[config.mk]
export PLATFORM = sky130hd
export DESIGN_NAME = ov7670_fb_writer
export DESIGN_NICKNAME = d
export VERILOG_FILES = /design/src/rtl/ov7670_fb_writer.sv
export SDC_FILE = /design/constraint.sdc
export NUM_CORES = 1
export LEC_CHECK = 0
export CELL_PAD_IN_SITES_DETAIL_PLACEMENT = 1
export CELL_PAD_IN_SITES_GLOBAL_PLACEMENT = 2
export CORE_MARGIN = 1
export CORE_UTILIZATION = 37
export CTS_BUF_LIST = sky130_fd_sc_hd__clkbuf_2 sky130_fd_sc_hd__clkbuf_4 sky130_fd_sc_hd__clkbuf_8
export DETAILED_ROUTE_END_ITERATION = 12
export MAX_ROUTING_LAYER = met4
export PLACE_DENSITY = 0.91
export SLEW_MARGIN = 25
export SYNTH_ARGS = -nofsm -noshare
export SYNTH_HDL_FRONTEND = slang
export SYNTH_SLANG_ARGS = --single-unit
[constraint.sdc]
create_clock -name clk -period 4.2 [get_ports clk]
set_clock_uncertainty 0.05 [all_clocks]
set_input_delay 1.26 -clock clk [delete_from_list [all_inputs] [get_ports clk]]
set_output_delay 1.26 -clock clk [all_outputs]
set_load 0.03 [all_outputs]
[src/rtl/ov7670_fb_writer.sv]
// rtl/ov7670_fb_writer.sv - OV7670 RGB565 byte-pair capture into a linear frame buffer
module ov7670_fb_writer #(
    parameter int H_RES      = 640,
    parameter int V_RES      = 480,
    parameter int ADDR_WIDTH = 19
) (
    input  logic                  clk,
    input  logic                  reset,
    input  logic                  capture_enable,
    input  logic                  cam_vsync,
    input  logic                  cam_href,
    input  logic [7:0]            cam_data,
    input  logic                  cam_byte_valid,
    output logic [ADDR_WIDTH-1:0] fb_addr,
    output logic [15:0]           fb_data,
    output logic                  fb_we,
    output logic                  frame_done,
    output logic [7:0]            frame_count,
    output logic                  frame_error
);

    localparam logic [9:0]            H_RES_X = 10'(H_RES);
    localparam logic [9:0]            V_RES_Y = 10'(V_RES);
    localparam logic [ADDR_WIDTH-1:0] H_RES_A = ADDR_WIDTH'(H_RES);
    localparam logic [9:0]            CNT_MAX = 10'h3FF;

    typedef enum logic [1:0] {
        IDLE    = 2'd0,
        WAIT_VS = 2'd1,
        ACTIVE  = 2'd2
    } state_t;

    state_t                  state, next_state;
    logic                    vsync_d, href_d;
    logic                    phase;
    logic [7:0]              hi_byte;
    logic [9:0]              x, y;
    logic [9:0]              y_closed;
    logic [ADDR_WIDTH-1:0]   line_base;
    logic                    vs_fall, vs_rise, hr_fall;
    logic                    frame_start, frame_end, line_close, byte_take;

    assign vs_fall = vsync_d & ~cam_vsync;
    assign vs_rise = ~vsync_d & cam_vsync;
    assign hr_fall = href_d & ~cam_href;

    // Line close happens before the frame-end check, so the end-of-frame y test sees the closed line
    assign y_closed = (line_close && x != 10'd0 && y != CNT_MAX) ? y + 10'd1 : y;

    // State register
    always_ff @(posedge clk) begin
        if (reset) begin
            state <= IDLE;
        end else begin
            state <= next_state;
        end
    end

    // Next-state decode and per-cycle control strobes
    always_comb begin
        next_state  = state;
        frame_start = 1'b0;
        frame_end   = 1'b0;
        line_close  = 1'b0;
        byte_take   = 1'b0;
        case (state)
            IDLE: begin
                if (capture_enable) begin
                    next_state = WAIT_VS;
                end
            end
            WAIT_VS: begin
                if (!capture_enable) begin
                    next_state = IDLE;
                end else if (vs_fall) begin
                    next_state  = ACTIVE;
                    frame_start = 1'b1;
                end
            end
            ACTIVE: begin
                line_close = hr_fall;
                byte_take  = cam_byte_valid & cam_href;
                if (vs_rise) begin
                    frame_end  = 1'b1;
                    next_state = capture_enable ? WAIT_VS : IDLE;
                end
            end
            default: next_state = IDLE;
        endcase
    end

    // Edge-detect history, pixel assembly, address generation and frame bookkeeping
    always_ff @(posedge clk) begin
        if (reset) begin
            vsync_d     <= 1'b0;
            href_d      <= 1'b0;
            phase       <= 1'b0;
            hi_byte     <= 8'd0;
            x           <= 10'd0;
            y           <= 10'd0;
            line_base   <= '0;
            fb_addr     <= '0;
            fb_data     <= 16'd0;
            fb_we       <= 1'b0;
            frame_done  <= 1'b0;
            frame_count <= 8'd0;
            frame_error <= 1'b0;
        end else begin
            vsync_d    <= cam_vsync;
            href_d     <= cam_href;
            fb_we      <= 1'b0;
            frame_done <= 1'b0;
            if (frame_start) begin
                x         <= 10'd0;
                y         <= 10'd0;
                line_base <= '0;
                phase     <= 1'b0;
            end
            if (line_close) begin
                if (x != 10'd0) begin
                    if (y != CNT_MAX) begin
                        y <= y + 10'd1;
                    end
                    // line_base stops advancing past the last visible line so it never leaves the buffer
                    if (y < V_RES_Y) begin
                        line_base <= line_base + H_RES_A;
                    end
                end
                if (x != 10'd0 && x != H_RES_X) begin
                    frame_error <= 1'b1;
                end
                if (phase) begin
                    frame_error <= 1'b1;
                end
                x     <= 10'd0;
                phase <= 1'b0;
            end else if (byte_take) begin
                if (!phase) begin
                    hi_byte <= cam_data;
                    phase   <= 1'b1;
                end else begin
                    phase <= 1'b0;
                    if (x != CNT_MAX) begin
                        x <= x + 10'd1;
                    end
                    if (x < H_RES_X && y < V_RES_Y) begin
                        fb_we   <= 1'b1;
                        fb_addr <= line_base + ADDR_WIDTH'(x);
                        fb_data <= {hi_byte, cam_data};
                    end
                end
            end
            if (frame_end) begin
                frame_done  <= 1'b1;
                frame_count <= frame_count + 8'd1;
                if (y_closed != V_RES_Y) begin
                    frame_error <= 1'b1;
                end
            end
        end
    end

endmodule

Word level (Yosys, flattened, before mapping)
Index checks and enable logic that the tools add are counted. Widths: inputs -> output; s select.

Bits in registers: 98. Input port bits: 14. Word-level logic and storage cells: 88.

$add $sub $neg: 5. $lt $le $gt $ge: 2. Eq/ne operators: 9. Mux-type cells: 36. Bitwise operators: 10. Reduce and logical (&&, ||, !) cells: 12.

Operator list (count): $mux 10 (9); $mux 19 (4); $ne 10x10->1 const B (3); $add 10x1->10 const B (2); $add 19x10->19 (1); $add 19x10->19 const B (1); $mux 1 (18); $lt 10x10->1 const B (1); $lt 10x9->1 const B (1); $ne 10x9->1 const B (1); $reduce_bool 10->1 (1); $add 8x1->8 const B (1); $mux 2 (4); $not 1->1 (6); $pmux 2 s3 (1); $reduce_and 3->1 (2); $and 1x1->1 (4); $logic_and 1x1->1 (4); $ne 2x2->1 const B (2); $reduce_and 4->1 (1); $reduce_or 4->1 (1); $ne 3x3->1 const B (1); $eq 2x1->1 const B (1); $eq 2x2->1 const B (1); 3 further kinds (3).

Longest topological paths before layout
Gate-level depths: netlist of run 1.

Word-level depth: 9. Gate-level depth with buffers: 9. Depth with buffers taken out: 8.

Worst setup path before layout of run 1
No wires, ideal clock.

Kind: input port to flip-flop. From: in cam_href. To: reg line_base[18]. Library setup time: 71 ps. Arrival: 2665 ps. Required time: 4079 ps. Setup slack: 1414 ps. Stages on the path: 7. Cell sequence: nand4bb_4 > a31oi_4 > nand2_4 > or2_1 > buf_6 > or3_1 > a21oi_1.

Word-level cells in the longest chain between the ends: 4.

RTL lines: start, declared (RTL line 11) `input logic cam_href,`; $not 1->1 (RTL line 45) `assign hr_fall = href_d & ~cam_href;`; $and 1x1->1 (RTL line 45); $mux 1 (RTL line 66) `case (state)`; $mux 19 (RTL line 119) `if (line_close) begin`; end signal, assigned (RTL line 126) `line_base <= line_base + H_RES_A;`; end, declared (RTL line 39) `logic [ADDR_WIDTH-1:0] line_base;`.

Every way passes these cells. A chain may end at the register's enable or synchronous reset.

Worst setup path after layout of run 1
From: in cam_href. To: reg line_base[16].

The elaborated chain is that of the path after synthesis.

==> reports/qor.txt, run 1 <==
Place WS - 0.697 ns
Hold Fails Final Rpt - 0
Die footprint - 0.0133 mm²
Distinct cells, synth - 61
Area grow syn2layout - 19.4%
Tcrit/Tclk final - 0.739
Post-layout util - 0.461
RSZ-0062 raised after global routing - no
Max Fclk - 322 MHz
CTS root buf - clkbuf_8
Flops & latches, synth - 98
CTS max path bufs - 2
Post-CTS resize count - 0
Total GRT Usage - 0.203
YS warnings - 0
Register area - 0.00196 mm²
Post-route ant nets - 0
GPL Wtd Cong - 0.836
CP max-delay cell - clkdlybuf4s50_1
Flop pwr share - 0.571
Initial DRC count - 143
LEAKAGE - 1.97 nW
Critical Path Source Type - input port
Fin cells - 778
Core area - 0.0123 mm²
DR WL/cell - 15.8 µm
Slack of the worst reg-to-reg path - 1.16 ns
Worst path max stage delay - 0.49 ns
Critical Path End Type - register
Drt total wl - 12.3 mm
Starting Density - 0.387
Status - finished clean
Max H-tree Level - 3
PwrDens - 288 mW/mm²
PnR worst setup slack - 1.10 ns
Mapped cell area - 0.00474 mm²
R2R depth - 7
Layout net count - 635
Avg Synthesized Cell Area - 8.49 µm²
Final setup violating endpoints - 0
Post-route cell area - 0.00566 mm²
Multi-input gate area in the final layout - 0.00261 mm²
Critical path arrival - 3.36 ns
Period minus WS final - 3.10 ns
Setup TNS - 0 ns
Fillcell total - 1,452
Slew Viols, Final - 0
Internal power - 1.27 mW
DR vias/cell - 5.31
Synth top area cells - dfxtp_1 (41%), a21oi_1 (6.5%), nand2_1 (5.2%), nor2_1 (5.0%), ha_1 (4.0%)
WP buf/inv - 1
CTS Sinks - 98
GRT Residual Overflow - 0
CP Class - in -> reg
DP Cell Count - 762
Crit-path max FO - 9
Largest area contributor in the netlist - dfxtp_1
Post-synth top area share - 0.414
Number of global-route vias before repair - 4,279
Clock Power Share - 0.404
Crit-path leading delay family - simple AND/OR/NAND/NOR gates
I/O pin count - 60
Net Sw Frac - 0.221
Net switching power figure - 0.361 mW
Detailed placement HPWL - 9.02 mm
MaxCap Viol Count - 0
Comb pwr share - 0.025
Ys flop type - dfxtp_1
Number of cells on the critical path - 7
Die W - 115 µm
Layout cells sized above 1 - 0.0656
CP endpoint - line_base[16]
Clk_lat worst skew - 0.38 ns
Placed cell area - 0.00544 mm²
Postcts setup bufs - 0
Buffers on Ports - 59
Clock Pin Slew Worst Setup and Hold Paths - 0.10 ns
Mapped Cells - 558
Async set or reset register ratio after synthesis - 0
Vias - 4,134
Reg-to-reg endpoint - fb_addr[16]
EDFF count, synth - 0
Largest net degree at the start of global routing - 33
Initial antenna violation count - 0
Worst min path class - reg -> reg
Total power - 1.63 mW
DRC - 0
CTS tree - built
Row count - 40
Crit-path cells - clkdlybuf4s50_1 > nand4bb_4 > a31oi_4 > nand2_4 > or2_1 > or3_1 > a21oi_1
Worst Tran Pin Value - 0.851 ns
Syn Nets - 588
# diodes - 0
Startpoint of the worst register-to-register path - x[0]
CP Launch Point - cam_href
Maximum VDD drop - 0.115 mV
Worst Path Required - 4.46 ns
Hold buffers post-CTS - 0
Detailed Routing Iterations Pass 1 - 4
Hold slack final - 0.402 ns
Inserted Clock Buffers - 9
Die height - 115 µm
Seq/Total Area, Yosys - 0.414
First-pass GRT wire length - 20.6 mm
Slew HR - 0.425
## logic make-up after synthesis
| group | count (synthesis) | share of synthesized area |
|---|---|---|
| simple gates | 230 | 0.254 |
| compound gates | 141 | 0.182 |
| flops | 98 | 0.414 |
| buf+inv | 36 | 0.0351 |
| xor+xnor | 28 | 0.0517 |
| fa+ha+maj | 16 | 0.0438 |
| mux | 9 | 0.0190 |
## synthesized netlist by cell type, types with 9 or more instances
cell type  instances
dfxtp_1           98
nand2_1           66
nor2_1            63
a21oi_1           62
o21ai_0           27
clkbuf_1          17
nand3_1           16
ha_1              15
xnor2_1           15
xor2_1            13
a211oi_1          12
or3_1             12
and3_1            11
buf_2              9
mux2i_1            9
## worst min-delay path by stage
stage,start,end,slack [ns],cells past startpoint
detailed placement,fb_data[10],fb_data[10],0.40,2
global route,hi_byte[2],fb_data[10],0.43,2
floorplan,hi_byte[2],fb_data[10],0.38,2
finish,hi_byte[0],fb_data[8],0.40,2
CTS,hi_byte[0],fb_data[8],0.41,2
global placement,hi_byte[3],fb_data[11],0.39,2
## worst register-to-register path: stages (launching register included)
cell and delay (ns):
dfxtp_1 0.38, ha_1 0.27, fa_1 0.45, a211oi_1 0.36, o211ai_1 0.20, a41oi_1 0.76, o21ai_0 0.21, a311oi_1 0.30
## power by group through the flow
| stage | Clock, mW | Combinational [mW] | Sequential (mW) |
|---|---|---|---|
| 4_1_cts | 0.678 | 0.0416 | 0.932 |
| 5_1_grt | 0.719 | 0.0445 | 0.933 |
| 3_5_place_dp | 0 | 0.0414 | 0.954 |
| 2_1_floorplan | 0 | 0.0193 | 0.954 |
| 3_3_place_gp | 0 | 0.0404 | 0.954 |
| 6_report | 0.659 | 0.0409 | 0.932 |
## state kept, by name, summed over array words and instances (netlist names)
name / cells
x: 10
fb_data: 16
frame_count: 8
phase: 1
vsync_d: 1
fb_addr: 19
frame_done: 1
y: 10
frame_error: 1
hi_byte: 8
fb_we: 1
line_base: 19
state: 2
href_d: 1
## area by class of cell
cell class / count / area share
multi-input cells: 424 / 0.462
flip-flops and latches: 98 / 0.347
repair buffers: 66 / 0.113
well taps: 168 / 0.0372
clock buffers: 13 / 0.0294
clock inverters: 3 / 0.00818
inverters: 6 / 0.00398
## layout by cell type, fill, tap and decap left out, drive strengths merged, types with 13 or more instances in the layout
master         synthesis  final
ha                    15     15
xnor2                 15     15
o21ai                 27     27
nor2                  65     65
dfxtp                 98     98
clkbuf                18     13
a21oi                 62     62
nand3                 16     16
clkdlybuf4s50          0     58
nand2                 67     67
xor2                  13     13
## metal layers
metal / track usage / share of wire / vias up
met4: 0.0753 / 0.015 / 0
li1: - / - / 2066
met1: 0.256 / 0.50 / 2018
met2: 0.329 / 0.47 / 36
met5: - / 0 / -
met3: 0.0290 / 0.017 / 14
(Power assumes the default switching activity.)
==> inputs of run 2 (changes only) <==
--- a/config.mk
+++ b/config.mk
@@ -8,11 +8,11 @@
 export CELL_PAD_IN_SITES_DETAIL_PLACEMENT = 1
 export CELL_PAD_IN_SITES_GLOBAL_PLACEMENT = 2
 export CORE_MARGIN = 1
-export CORE_UTILIZATION = 37
+export CORE_UTILIZATION = 35
 export CTS_BUF_LIST = sky130_fd_sc_hd__clkbuf_2 sky130_fd_sc_hd__clkbuf_4 sky130_fd_sc_hd__clkbuf_8
 export DETAILED_ROUTE_END_ITERATION = 12
 export MAX_ROUTING_LAYER = met4
-export PLACE_DENSITY = 0.91
+export PLACE_DENSITY = 0.87
 export SLEW_MARGIN = 25
 export SYNTH_ARGS = -nofsm -noshare
 export SYNTH_HDL_FRONTEND = slang
==> constraint.sdc (replaced) <==
create_clock -name clk -period 3.03 [get_ports clk]
set_clock_uncertainty 0.05 [all_clocks]
set_input_delay 0.909 -clock clk [delete_from_list [all_inputs] [get_ports clk]]
set_output_delay 0.909 -clock clk [all_outputs]
set_load 0.03 [all_outputs]
==> run 2 against run 1 <==
Against the previous run:
- sequential share of layout area down 0.73 points
- combinational power up 46%
- hold slack improved by 0.0037 ns
- final area up 2.1%
- critical path depth rose by 1
- routed wire length rose by 5.3%
- first-iteration DRC count decreased by 32%
- non-clock buffer count is 14 higher
- critical path type is now reg -> reg
- largest cell class unchanged
- highest routed layer unchanged
==> reports/qor.txt, run 2 (synthesis gave the netlist of run 1 again) <==
Post-CTS resize count - 0 (unchanged)
Startpoint of the worst register-to-register path - x[0]
Area grow syn2layout - 21.9%
RSZ-0062 raised after global routing - no
Die W - 118 µm (+2.8%)
Crit-path max FO - 9 (unchanged)
Die footprint - 0.0140 mm² (+5.6%)
MaxCap Viol Count - 0 (unchanged)
CTS max path bufs - 2 (unchanged)
Critical Path Source Type - register
Slew Viols, Final - 0 (unchanged)
Initial antenna violation count - 0 (unchanged)
Row count - 42 (+5.0%)
Hold slack final - 0.406 ns (+0.00365 ns)
Maximum VDD drop - 0.158 mV (+37%)
CTS tree - built
Slew HR - 0.586 (+0.161)
Number of global-route vias before repair - 4,299 (+0.47%)
Max H-tree Level - 3 (unchanged)
I/O pin count - 60 (unchanged)
Postcts setup bufs - 0 (unchanged)
Die height - 118 µm (+2.8%)
Layout net count - 649 (+2.2%)
Initial DRC count - 97 (-32%)
Critical Path End Type - register
Drt total wl - 12.9 mm (+5.3%)
Hold_sp - fb_addr[6]
Post-route ant nets - 0 (unchanged)
Fillcell total - 1,601 (+10%)
Starting Density - 0.358 (-0.0286)
CTS root buf - clkbuf_8
Detailed placement HPWL - 9.51 mm (+5.4%)
Layout cells sized above 1 - 0.0865 (+0.0210)
Tcrit/Tclk final - 0.886
Final setup violating endpoints - 0 (unchanged)
CP Class - reg -> reg
Worst Path Required - 3.28 ns (-1.18 ns)
Status - finished clean
Most common cell after layout, fill and taps aside - dfxtp_1
Setup TNS - 0 ns (unchanged)
Fin cells - 800 (+2.8%)
Detailed Routing Iterations Pass 1 - 4 (unchanged)
Total GRT Usage - 0.199 (-0.00420)
Hold buffers post-CTS - 0 (unchanged)
LEAKAGE - 2.04 nW (+3.4%)
Top flop regs - fb_addr: 19 flops, line_base: 19 flops, fb_data: 16 flops
Commonest cells after routing, fill and taps aside - dfxtp_1 (98), nand2_1 (66), nor2_1 (63)
Clk_lat worst skew - 0.39 ns (about the same)
GPL Wtd Cong - 0.822 (-1.7%)
Period minus WS final - 2.68 ns
Critical path arrival - 2.93 ns (-0.43 ns)
Buffers on Ports - 59 (unchanged)
CTS Sinks - 98 (unchanged)
Hold Fails Final Rpt - 0 (unchanged)
Worst Tran Pin Value - 0.614 ns (-0.236 ns)
Slack of the worst reg-to-reg path - 0.35 ns (-0.81 ns)
First-pass GRT wire length - 21.6 mm (+4.4%)
Total power - 2.18 mW (+34%)
PwrDens - 377 mW/mm² (+31%)
Inserted Clock Buffers - 9 (unchanged)
DP Cell Count - 784 (+2.9%)
DRC - 0 (unchanged)
# diodes - 0 (unchanged)
GRT Residual Overflow - 0 (unchanged)
Max Fclk - 373 MHz
DR WL/cell - 16.2 µm (+2.4%)
DR vias/cell - 5.29 (-0.54%)
Worst min path class - reg -> reg
CP Launch Point - x[0]
Vias - 4,228 (+2.3%)
Largest net degree at the start of global routing - 42 (+27%)
Core area - 0.0132 mm² (+8.0%)
Clock Pin Slew Worst Setup and Hold Paths - 0.10 ns (about the same)
[run 2: cell count changes in the layout (fill, tap and decap cells not counted), sizes merged]
cell / previous run / this run
buf: 8 / 22
clkbuf: 13 / 11
clkinvlp: 1 / 0
clkinv: 0 / 2
bufinv: 1 / 0
inv: 7 / 9
[run 2: routing by layer]
layer / global-route usage / wire length [µm] / up-vias
li1: - / - / 2092
met1: 0.248 / 6160 / 2072
met2: 0.324 / 6270 / 50
met3: 0.0285 / 288 / 14
met4: 0.0783 / 205 / 0
met5: - / 0 / -
[run 2: path summary, 6_finish.rpt]
check / to / cells after the start
setup / recovery: fb_addr[16] / 8
setup reg to reg: fb_addr[16] / 8
hold / removal: fb_addr[6] / 2
hold reg to reg: fb_addr[6] / 2
[run 2: area by class of cell]
type,instances,area [µm²],share of cell area
Timing Repair Buffer,80,781,0.135
Clock buffer,11,145,0.0251
Clock inverter,5,36.3,0.00628
Sequential cell,98,1960,0.340
Multi-Input combinational cell,424,2610,0.452
Inverter,6,22.5,0.00390
Tap cell,176,220,0.0381
[run 2: report_power, final]
| part | total [mW] | leakage, nW | internal (mW) | switching [mW] |
|---|---|---|---|---|
| Combinational | 0.0599 | 1.15 | 0.0259 | 0.0340 |
| Sequential | 1.29 | 0.790 | 1.29 | 0.00238 |
| Clock | 0.828 | 0.0979 | 0.337 | 0.491 |
[run 2: critical path, stage by stage, from the launching register on]
cell and delay [ns]:
dfxtp_1 0.37, ha_1 0.26, fa_1 0.45, a211oi_1 0.40, o211ai_1 0.22, a41oi_1 0.24, buf_4 0.19, o21ai_0 0.11
a311oi_1 0.29
[run 2: metrics by stage]
step / utilization / worst slack [ns] / cell area [µm²]
after CTS: 0.436 / 0.353 / 5780
after detailed placement: 0.423 / 0.109 / 5600
after global placement: 0.423 / 0.131 / 5600
after floorplan: - / 0.595 / 4740
final: 0.436 / 0.347 / 5780
after global routing: 0.436 / 0.125 / 5780
==> inputs of run 3 (changes only) <==
--- a/config.mk
+++ b/config.mk
@@ -5,6 +5,7 @@
 export SDC_FILE = /design/constraint.sdc
 export NUM_CORES = 1
 export LEC_CHECK = 0
+export CAP_MARGIN = 20
 export CELL_PAD_IN_SITES_DETAIL_PLACEMENT = 1
 export CELL_PAD_IN_SITES_GLOBAL_PLACEMENT = 2
 export CORE_MARGIN = 1
==> results of run 3 <==
No change in the layout: final DEF, timing and power equal those of run 2.
